==> config.mk <==
export PLATFORM = sky130hd
export DESIGN_NAME = instr_cache_refill_flat
export DESIGN_NICKNAME = d
export VERILOG_FILES = /design/src/rtl/icache_pkg.sv /design/src/rtl/instr_cache_refill_if.sv /design/src/rtl/instr_cache_refill.sv /design/src/flat_wrapper.sv
export SDC_FILE = /design/constraint.sdc
export NUM_CORES = 1
export LEC_CHECK = 0
export CAP_MARGIN = 10
export CORE_ASPECT_RATIO = 0.7
export CORE_MARGIN = 4
export CORE_UTILIZATION = 43
export CTS_CLUSTER_DIAMETER = 80
export DETAILED_ROUTE_END_ITERATION = 16
export GPL_TIMING_DRIVEN = 0
export PLACE_DENSITY = 0.77
export SLEW_MARGIN = 20
export SYNTH_ARGS = -nofsm -noshare
export SYNTH_HDL_FRONTEND = slang
export SYNTH_SLANG_ARGS = --single-unit
==> constraint.sdc <==
create_clock -name CLK -period 1.5 [get_ports CLK]
set_input_delay 0.225 -clock CLK [delete_from_list [all_inputs] [get_ports CLK]]
set_output_delay 0.225 -clock CLK [all_outputs]
set_load 0.05 [all_outputs]
==> src/rtl/icache_pkg.sv <==
// Shared instruction-cache definitions: geometry constants, refill FSM states
// and the word-slot to block bit-range mapping used by the refill engine.
package icache_pkg;

  localparam int dsize  = 32;
  localparam int asize  = 32;
  localparam int bbits  = 5;
  localparam int bsize  = 8 << bbits;
  localparam int nwords = bsize / dsize;
  localparam int wbits  = $clog2(nwords);

  typedef enum logic [1:0] {
    IDLE  = 2'd0,
    FILL  = 2'd1,
    WRITE = 2'd2
  } refill_state_e;

  // Word 0 sits in the MSBs of the block so it lines up with the cache's
  // offset decode; returns the top bit of the slot for a -: part-select.
  function automatic int unsigned slot_msb(input logic [wbits-1:0] w);
    return bsize - 1 - int'(w) * dsize;
  endfunction

endpackage

==> src/rtl/instr_cache_refill_if.sv <==
// Bundle of the refill engine's fetch-side, memory-side and cache-fill signals.
// master = refill engine, slave = the fetch/memory/cache environment.
interface instr_cache_refill_if;
  import icache_pkg::*;

  logic               miss_req;
  logic [asize-1:0]   miss_addr;
  logic               busy;
  logic               mem_req;
  logic [asize-1:0]   mem_addr;
  logic               mem_ack;
  logic [dsize-1:0]   mem_data;
  logic               crit_valid;
  logic [dsize-1:0]   crit_data;
  logic [bsize-1:0]   block_out;
  logic [asize-1:0]   fill_addr;
  logic               bwrite;

  modport master (
    input  miss_req, miss_addr, mem_ack, mem_data,
    output busy, mem_req, mem_addr, crit_valid, crit_data,
           block_out, fill_addr, bwrite
  );

  modport slave (
    output miss_req, miss_addr, mem_ack, mem_data,
    input  busy, mem_req, mem_addr, crit_valid, crit_data,
           block_out, fill_addr, bwrite
  );

endinterface

==> src/rtl/instr_cache_refill.sv <==
// Instruction cache refill engine: fetches one block critical-word-first with
// wrap-around, forwards the critical word early, then strobes bwrite once.
module instr_cache_refill
  import icache_pkg::*;
(
  input  logic                 CLK,
  input  logic                 RESET,
  input  logic                 SYS,
  instr_cache_refill_if.master bus
);

  refill_state_e      state;
  logic [wbits-1:0]   widx;
  logic [wbits-1:0]   widx_nxt;
  logic [wbits-1:0]   count;
  logic               busy;
  logic               mem_req;
  logic [asize-1:0]   mem_addr;
  logic               crit_valid;
  logic [dsize-1:0]   crit_data;
  logic [bsize-1:0]   block_out;
  logic [asize-1:0]   fill_addr;
  logic               bwrite;

  assign widx_nxt = widx + wbits'(1);

  assign bus.busy       = busy;
  assign bus.mem_req    = mem_req;
  assign bus.mem_addr   = mem_addr;
  assign bus.crit_valid = crit_valid;
  assign bus.crit_data  = crit_data;
  assign bus.block_out  = block_out;
  assign bus.fill_addr  = fill_addr;
  assign bus.bwrite     = bwrite;

  // Refill FSM: request, word collection with wrapping slot index, block write.
  always_ff @(posedge CLK) begin
    if (RESET) begin
      state      <= IDLE;
      widx       <= '0;
      count      <= '0;
      busy       <= 1'b0;
      mem_req    <= 1'b0;
      mem_addr   <= '0;
      crit_valid <= 1'b0;
      crit_data  <= '0;
      block_out  <= '0;
      fill_addr  <= '0;
      bwrite     <= 1'b0;
    end else if (SYS) begin
      // Abort: drop the request; any ack this cycle or later is not stored.
      state      <= IDLE;
      busy       <= 1'b0;
      mem_req    <= 1'b0;
      crit_valid <= 1'b0;
      bwrite     <= 1'b0;
    end else begin
      case (state)
        IDLE: begin
          crit_valid <= 1'b0;
          bwrite     <= 1'b0;
          if (bus.miss_req) begin
            fill_addr <= {bus.miss_addr[asize-1:bbits], {bbits{1'b0}}};
            widx      <= bus.miss_addr[bbits-1:2];
            count     <= '0;
            mem_addr  <= bus.miss_addr & ~asize'(3);
            mem_req   <= 1'b1;
            busy      <= 1'b1;
            state     <= FILL;
          end
        end
        FILL: begin
          crit_valid <= 1'b0;
          if (bus.mem_ack) begin
            block_out[slot_msb(widx) -: dsize] <= bus.mem_data;
            if (count == '0) begin
              crit_valid <= 1'b1;
              crit_data  <= bus.mem_data;
            end
            widx     <= widx_nxt;
            count    <= count + wbits'(1);
            // Next word address wraps inside the block, no idle gap.
            mem_addr <= {fill_addr[asize-1:bbits], widx_nxt, 2'b00};
            if (count == wbits'(nwords - 1)) begin
              mem_req <= 1'b0;
              bwrite  <= 1'b1;
              state   <= WRITE;
            end
          end
        end
        WRITE: begin
          bwrite <= 1'b0;
          busy   <= 1'b0;
          state  <= IDLE;
        end
        default: begin
          state   <= IDLE;
          busy    <= 1'b0;
          mem_req <= 1'b0;
          bwrite  <= 1'b0;
        end
      endcase
    end
  end

endmodule

==> src/flat_wrapper.sv <==
// flat-port wrapper written by rule: the top's interface ports become plain ports
module instr_cache_refill_flat import icache_pkg::*;
  (CLK, RESET, SYS, bus_miss_req, bus_miss_addr, bus_mem_ack, bus_mem_data, bus_busy, bus_mem_req, bus_mem_addr, bus_crit_valid, bus_crit_data, bus_block_out, bus_fill_addr, bus_bwrite);
  instr_cache_refill_if bus_i ();
  input  logic CLK;
  input  logic RESET;
  input  logic SYS;
  input wire logic [$bits(bus_i.miss_req)-1:0] bus_miss_req;
  input wire logic [$bits(bus_i.miss_addr)-1:0] bus_miss_addr;
  input wire logic [$bits(bus_i.mem_ack)-1:0] bus_mem_ack;
  input wire logic [$bits(bus_i.mem_data)-1:0] bus_mem_data;
  output wire logic [$bits(bus_i.busy)-1:0] bus_busy;
  output wire logic [$bits(bus_i.mem_req)-1:0] bus_mem_req;
  output wire logic [$bits(bus_i.mem_addr)-1:0] bus_mem_addr;
  output wire logic [$bits(bus_i.crit_valid)-1:0] bus_crit_valid;
  output wire logic [$bits(bus_i.crit_data)-1:0] bus_crit_data;
  output wire logic [$bits(bus_i.block_out)-1:0] bus_block_out;
  output wire logic [$bits(bus_i.fill_addr)-1:0] bus_fill_addr;
  output wire logic [$bits(bus_i.bwrite)-1:0] bus_bwrite;
  assign bus_i.miss_req = bus_miss_req;
  assign bus_i.miss_addr = bus_miss_addr;
  assign bus_i.mem_ack = bus_mem_ack;
  assign bus_i.mem_data = bus_mem_data;
  assign bus_busy = bus_i.busy;
  assign bus_mem_req = bus_i.mem_req;
  assign bus_mem_addr = bus_i.mem_addr;
  assign bus_crit_valid = bus_i.crit_valid;
  assign bus_crit_data = bus_i.crit_data;
  assign bus_block_out = bus_i.block_out;
  assign bus_fill_addr = bus_i.fill_addr;
  assign bus_bwrite = bus_i.bwrite;
  instr_cache_refill u_core (.CLK(CLK), .RESET(RESET), .SYS(SYS), .bus(bus_i));
endmodule
# After elaboration in Yosys (flattened, before gate mapping)
# Cells that the tools add are included.
op_classes:
  addsub: 4
  n_eq_ne: 6
  shift: 2
  muxes: 22
  bitwise: 3
  n_reduce_logical: 13
ops:
  columns: ["cell", "count"]
  rows:
  - ["32-bit by 34-bit variable shift with 287-bit output (first input constant)", 1]
  - ["32-bit by 34-bit variable part select with 287-bit output", 1]
  - ["256-bit bitwise mux", 1]
  - ["32-bit 2-to-1 mux", 2]
  - ["32-bit case mux with 2 select lines", 1]
  - ["32-bit negator with 34-bit output", 1]
  - ["3-bit 2-to-1 mux", 4]
  - ["3-bit case mux with 2 select lines", 2]
  - ["4-bit AND reduction", 3]
  - ["3-bit AND reduction", 3]
  - ["8-bit by 8-bit subtractor with 9-bit output (first input constant)", 1]
  - ["3-bit by 1-bit adder with 3-bit output (second input constant)", 2]
  - ["2-bit 2-to-1 mux", 3]
  - ["1-bit 2-to-1 mux", 5]
  - ["2-bit != test (second input constant)", 2]
  - ["1-bit case mux with 2 select lines", 2]
  - ["2-bit case mux with 2 select lines", 1]
  - ["2-bit AND reduction", 2]
  - ["3-bit equality test (second input constant)", 1]
  - ["3-bit zero test", 1]
  - ["1-bit NOT", 3]
  - ["1-bit case mux with 3 select lines", 1]
  - ["3-bit OR reduction", 1]
  - ["2-bit by 1-bit equality test with 1-bit output (second input constant)", 1]
  - ["5 further kinds", 5]
totals:
  register_bits: 359
  inputBits: 69
  output_inout_bits: 356
  word_cells: 61

# Depth between registers and ports, before layout
depth:
  depth_word: 4
  depth_mapped: 7
  mapped_depth_nobuf: 5

# Worst setup path before layout
# Ideal clock, no wire load.
synth_timing:
  path_type: "register -> register"
  startpoint: "register u_core.widx[1]"
  endpoint: "register u_core.block_out[162] (netlist: u_core.bus.block_out[162])"
  setup_time_ns: 0.072
  arrival_time_ns: 1.823
  required_time_ns: 1.428
  path_slack_ns: -0.394
  path_stages_with_launch: 6
  path_buffers: 1
  period_less_slack_ns: 1.894
  cell_sequence: "dfxtp_1 > ha_1 > nand4b_1 > nor3_2 > buf_4 > mux2i_1"
synth_between:
  elab_chain_cells: 4
  word_cells_on_any_way: 5
  cone_classes: "add/sub: 2; shift: 2; mux: 1"
synth_rtl:
  columns: ["item", "line", "text"]
  rows:
  - ["start, declared", "instr_cache_refill.sv:13", "logic [wbits-1:0] widx;"]
  - ["start signal, assigned", "instr_cache_refill.sv:64", "widx <= bus.miss_addr[bbits-1:2];"]
  - ["start signal, assigned", "instr_cache_refill.sv:80", "widx <= widx_nxt;"]
  - ["8-bit by 8-bit subtractor with 9-bit output *", "icache_pkg.sv:21", "return bsize - 1 - int'(w) * dsize;"]
  - ["32-bit negator with 34-bit output *", "instr_cache_refill.sv:75", "block_out[slot_msb(widx) -: dsize] <= bus.mem_data;"]
  - ["32-bit by 34-bit variable part select with 287-bit output or 32-bit by 34-bit variable shift with 287-bit output (tied branches)", "instr_cache_refill.sv:75", null]
  - ["256-bit bitwise mux *", "instr_cache_refill.sv:75", null]
  - ["end signal, assigned by index", "instr_cache_refill.sv:75", null]
  - ["end, declared", "instr_cache_refill.sv:21", "logic [bsize-1:0] block_out;"]
# Every way passes the cells marked *; elsewhere a longest branch is shown, timed or not.
# A chain may end at the register's enable or synchronous reset.

# Worst setup path in the final report
layout_timing:
  startpoint: "register u_core.widx[0]"
  endpoint: "register u_core.block_out[140] (netlist: u_core.bus.block_out[140])"
# The elaborated chain is that of the path after synthesis.

==> metrics <==
Rows=55; Port Buf Inserts=between 400 and 500; min Tclk post-route=1.79 ns; CTS tree=yes; Area contributors post-synth=dfxtp_1 50%, mux2i_1 18%, nand2b_1 12%; Nets=1987; ys async rst share=0%; Bufs and invs on worst path=3; endpoints failing setup=320; clock sink count=354; total CTS buffers=36; DR DRC count=0; Seq cells post-synth=354; ordered list of cells on the worst path=ha_4 > buf_6 > ha_4 > nand3b_1 > nor3_4 > buf_6 > clkbuf_16 > a22o_1; DP Wirelength=36400 µm; Worst Setup End Kind=register; CORE AREA=32300 µm²; GP Congestion=0.882; initial antenna violation count=0; violated checks=negative setup slack; CP Data Required Time=just under 2 ns; Post-synth EDFFs=0; CTS Hold Bufs=0; first-pass GRT wire length=78900 µm; Initial Util=43.5%; ANT nets after route=0; post-synth top area share=50.4%; clock tree buffer depth=3; crit path launch type=register; max-slew violation count=0; RSZ-0062 raised after global routing=true; All-Layer GR Usage=28.2%; DRT iter0 DRCs=891; Pwr Total=20.7 mW; Die Wd=224 µm; vias in the first global route=12700; IO Count=425; Crit Path Class=register to register; CP top delay family=buffers and inverters; most frequent cells after synthesis=354 x dfxtp_1, 259 x nand2b_1, 253 x mux2i_1; H-tree depth=2; Root Driver=clkbuf_16; Synth Area per Inst=10.4 µm²; Worst EP arrival=2.26 ns; status=complete, but fails checks; clock latency on the worst-skew pair=0.53 ns; Cell Area, Synth=14100 µm²; Hold Crit Class=input pin to register; Max Clock Freq=about 560 MHz; post-DR vias/cell=5.33; share of post-route cells with drive strength above 1=a little over a third; largest net degree at the start of global routing=15; CP max FO=5; Yosys top cell by area=dfxtp_1; final worst slack=-0.293 ns; slowest stage delay, CP=0.42 ns; crit share post-route=120%; Layout Utilization=65.4%; area grow syn2layout=50.3%; Post-synth top flop=dfxtp_1; Die Span Y=159 µm; Worst-path clk slew=0.06 ns; slowest stage cell, crit path=dfxtp_4; synthesized instance count=between 1000 and 1500; worst slew pin tran=0.746 ns; drt pass-1 iters=5; Distinct cells, synth=39; max_cap viols=0; Seq/Total Area, Yosys=50.4%; most frequent cell after synthesis=dfxtp_1; Clock Skews=0.0235 ns; DR vias=12600; Routed WL=55400 µm; worst vdd ir=0.000814 V; # diodes=0; LEAKAGE=8.55 nW; PwrDens=979 nW/µm²; aggregate global routing overflow=0; final hold vios=0; relative slew slack=50.3%; Die ar.=35700 µm²; Warnings, synthesis=0; routed length per instance=23.5 µm
==> worst paths after layout <==
| kind | from | to | slack [ns] | cells past startpoint |
|---|---|---|---|---|
| max | u_core.widx[0]$_SDFFE_PP0P_ | u_core.bus.block_out[140]$_SDFFE_PP0P_ | -0.29 | 8 |
| min | bus_miss_addr[5] | u_core.bus.fill_addr[5]$_SDFFE_PP0P_ | 0.28 | 3 |
| max reg2reg | u_core.widx[0]$_SDFFE_PP0P_ | u_core.bus.block_out[140]$_SDFFE_PP0P_ | -0.29 | 8 |
| min reg2reg | u_core.bus.block_out[109]$_SDFFE_PP0P_ | u_core.bus.block_out[109]$_SDFFE_PP0P_ | 0.47 | 2 |
==> sequential cells by signal, summed over array words and instances (netlist names) <==
name / flops
u_core.bus.block_out: 256
u_core.bus.crit_data: 32
u_core.bus.mem_addr: 28
u_core.bus.fill_addr: 27
u_core.count: 3
u_core.state: 2
u_core.widx: 2
u_core.bus.busy: 1
u_core.bus.bwrite: 1
u_core.bus.crit_valid: 1
u_core.bus.mem_req: 1
==> cell usage in the layout, fill, tap and decap left out, drive strengths merged, types with 7 or more instances in the layout <==
cell / instances
a211oi: 29
a21oi: 67
a22o: 64
buf: 404
clkbuf: 112
clkdlybuf4s15: 67
clkdlybuf4s18: 31
clkdlybuf4s50: 64
conb: 7
dfxtp: 354
ha: 9
inv: 8
mux2i: 253
nand2: 155
nand2b: 259
nor3: 8
==> report_power, final <==
group	switching, mW	total, mW	internal (mW)
Sequential	0.0965	9.62	9.52
Clock	3.80	8.71	4.90
Combinational	1.47	2.35	0.878
==> logic make-up after synthesis <==
| kind of cell | share of synthesized area, % |
|---|---|
| simple gates | 17.9 |
| buf+inv | 4.49 |
| other cells | 0.0267 |
| flops | 50.4 |
| compound gates | 8.21 |
| fa+ha+maj | 0.801 |
| mux | 18.1 |
==> stage by stage <==
stage / TNS [ns] / cells / area, µm² / setup slack (ns) / hold slack (ns)
after floorplan: -8.64 / 1358 / 14100 / -0.0782 / 0.351
after global placement: -257.50 / 2198 / 18800 / -1.09 / 0.450
after detailed placement: -264.46 / 2198 / 18800 / -1.11 / 0.457
after CTS: -39.52 / 2343 / 21400 / -0.226 / 0.187
after global routing: -71.35 / 2361 / 21100 / -0.317 / 0.277
final: -53.73 / 2361 / 21100 / -0.293 / 0.275
==> layout make-up <==
type                            count  area, µm²
Fill cell                        2548      11200
Sequential cell                   354       7110
Timing Repair Buffer              520       4540
Buffer                            104        993
Tap cell                          427        534
Clock buffer                       54       1060
Clock inverter                      9       57.6
Multi-Input combinational cell    887       6810
Inverter                            6       27.5
==> worst min-delay path: stages <==
cell and delay, ns:
clkdlybuf4s50_1 0.42, nand2_1 0.06, a21oi_1 0.05
==> layer usage <==
layer | global-route usage, % | part of all wire, % | vias to the layer above
met5 | 0 | 0 | -
li1 | - | - | 5717
met1 | 37.4 | 41 | 6154
met4 | 9.49 | 3.5 | 0
met2 | 44.8 | 46 | 578
met3 | 7.78 | 9.5 | 132
==> timing repair <==
item                                    4_1_cts  5_1_grt
resized for setup                          1462      477
endpoints found under the setup margin      693      540
setup buffers                                65       16
cloned                                       18       14
pin swaps                                    23       45
No activity file was read; power rests on OpenSTA's default activity.
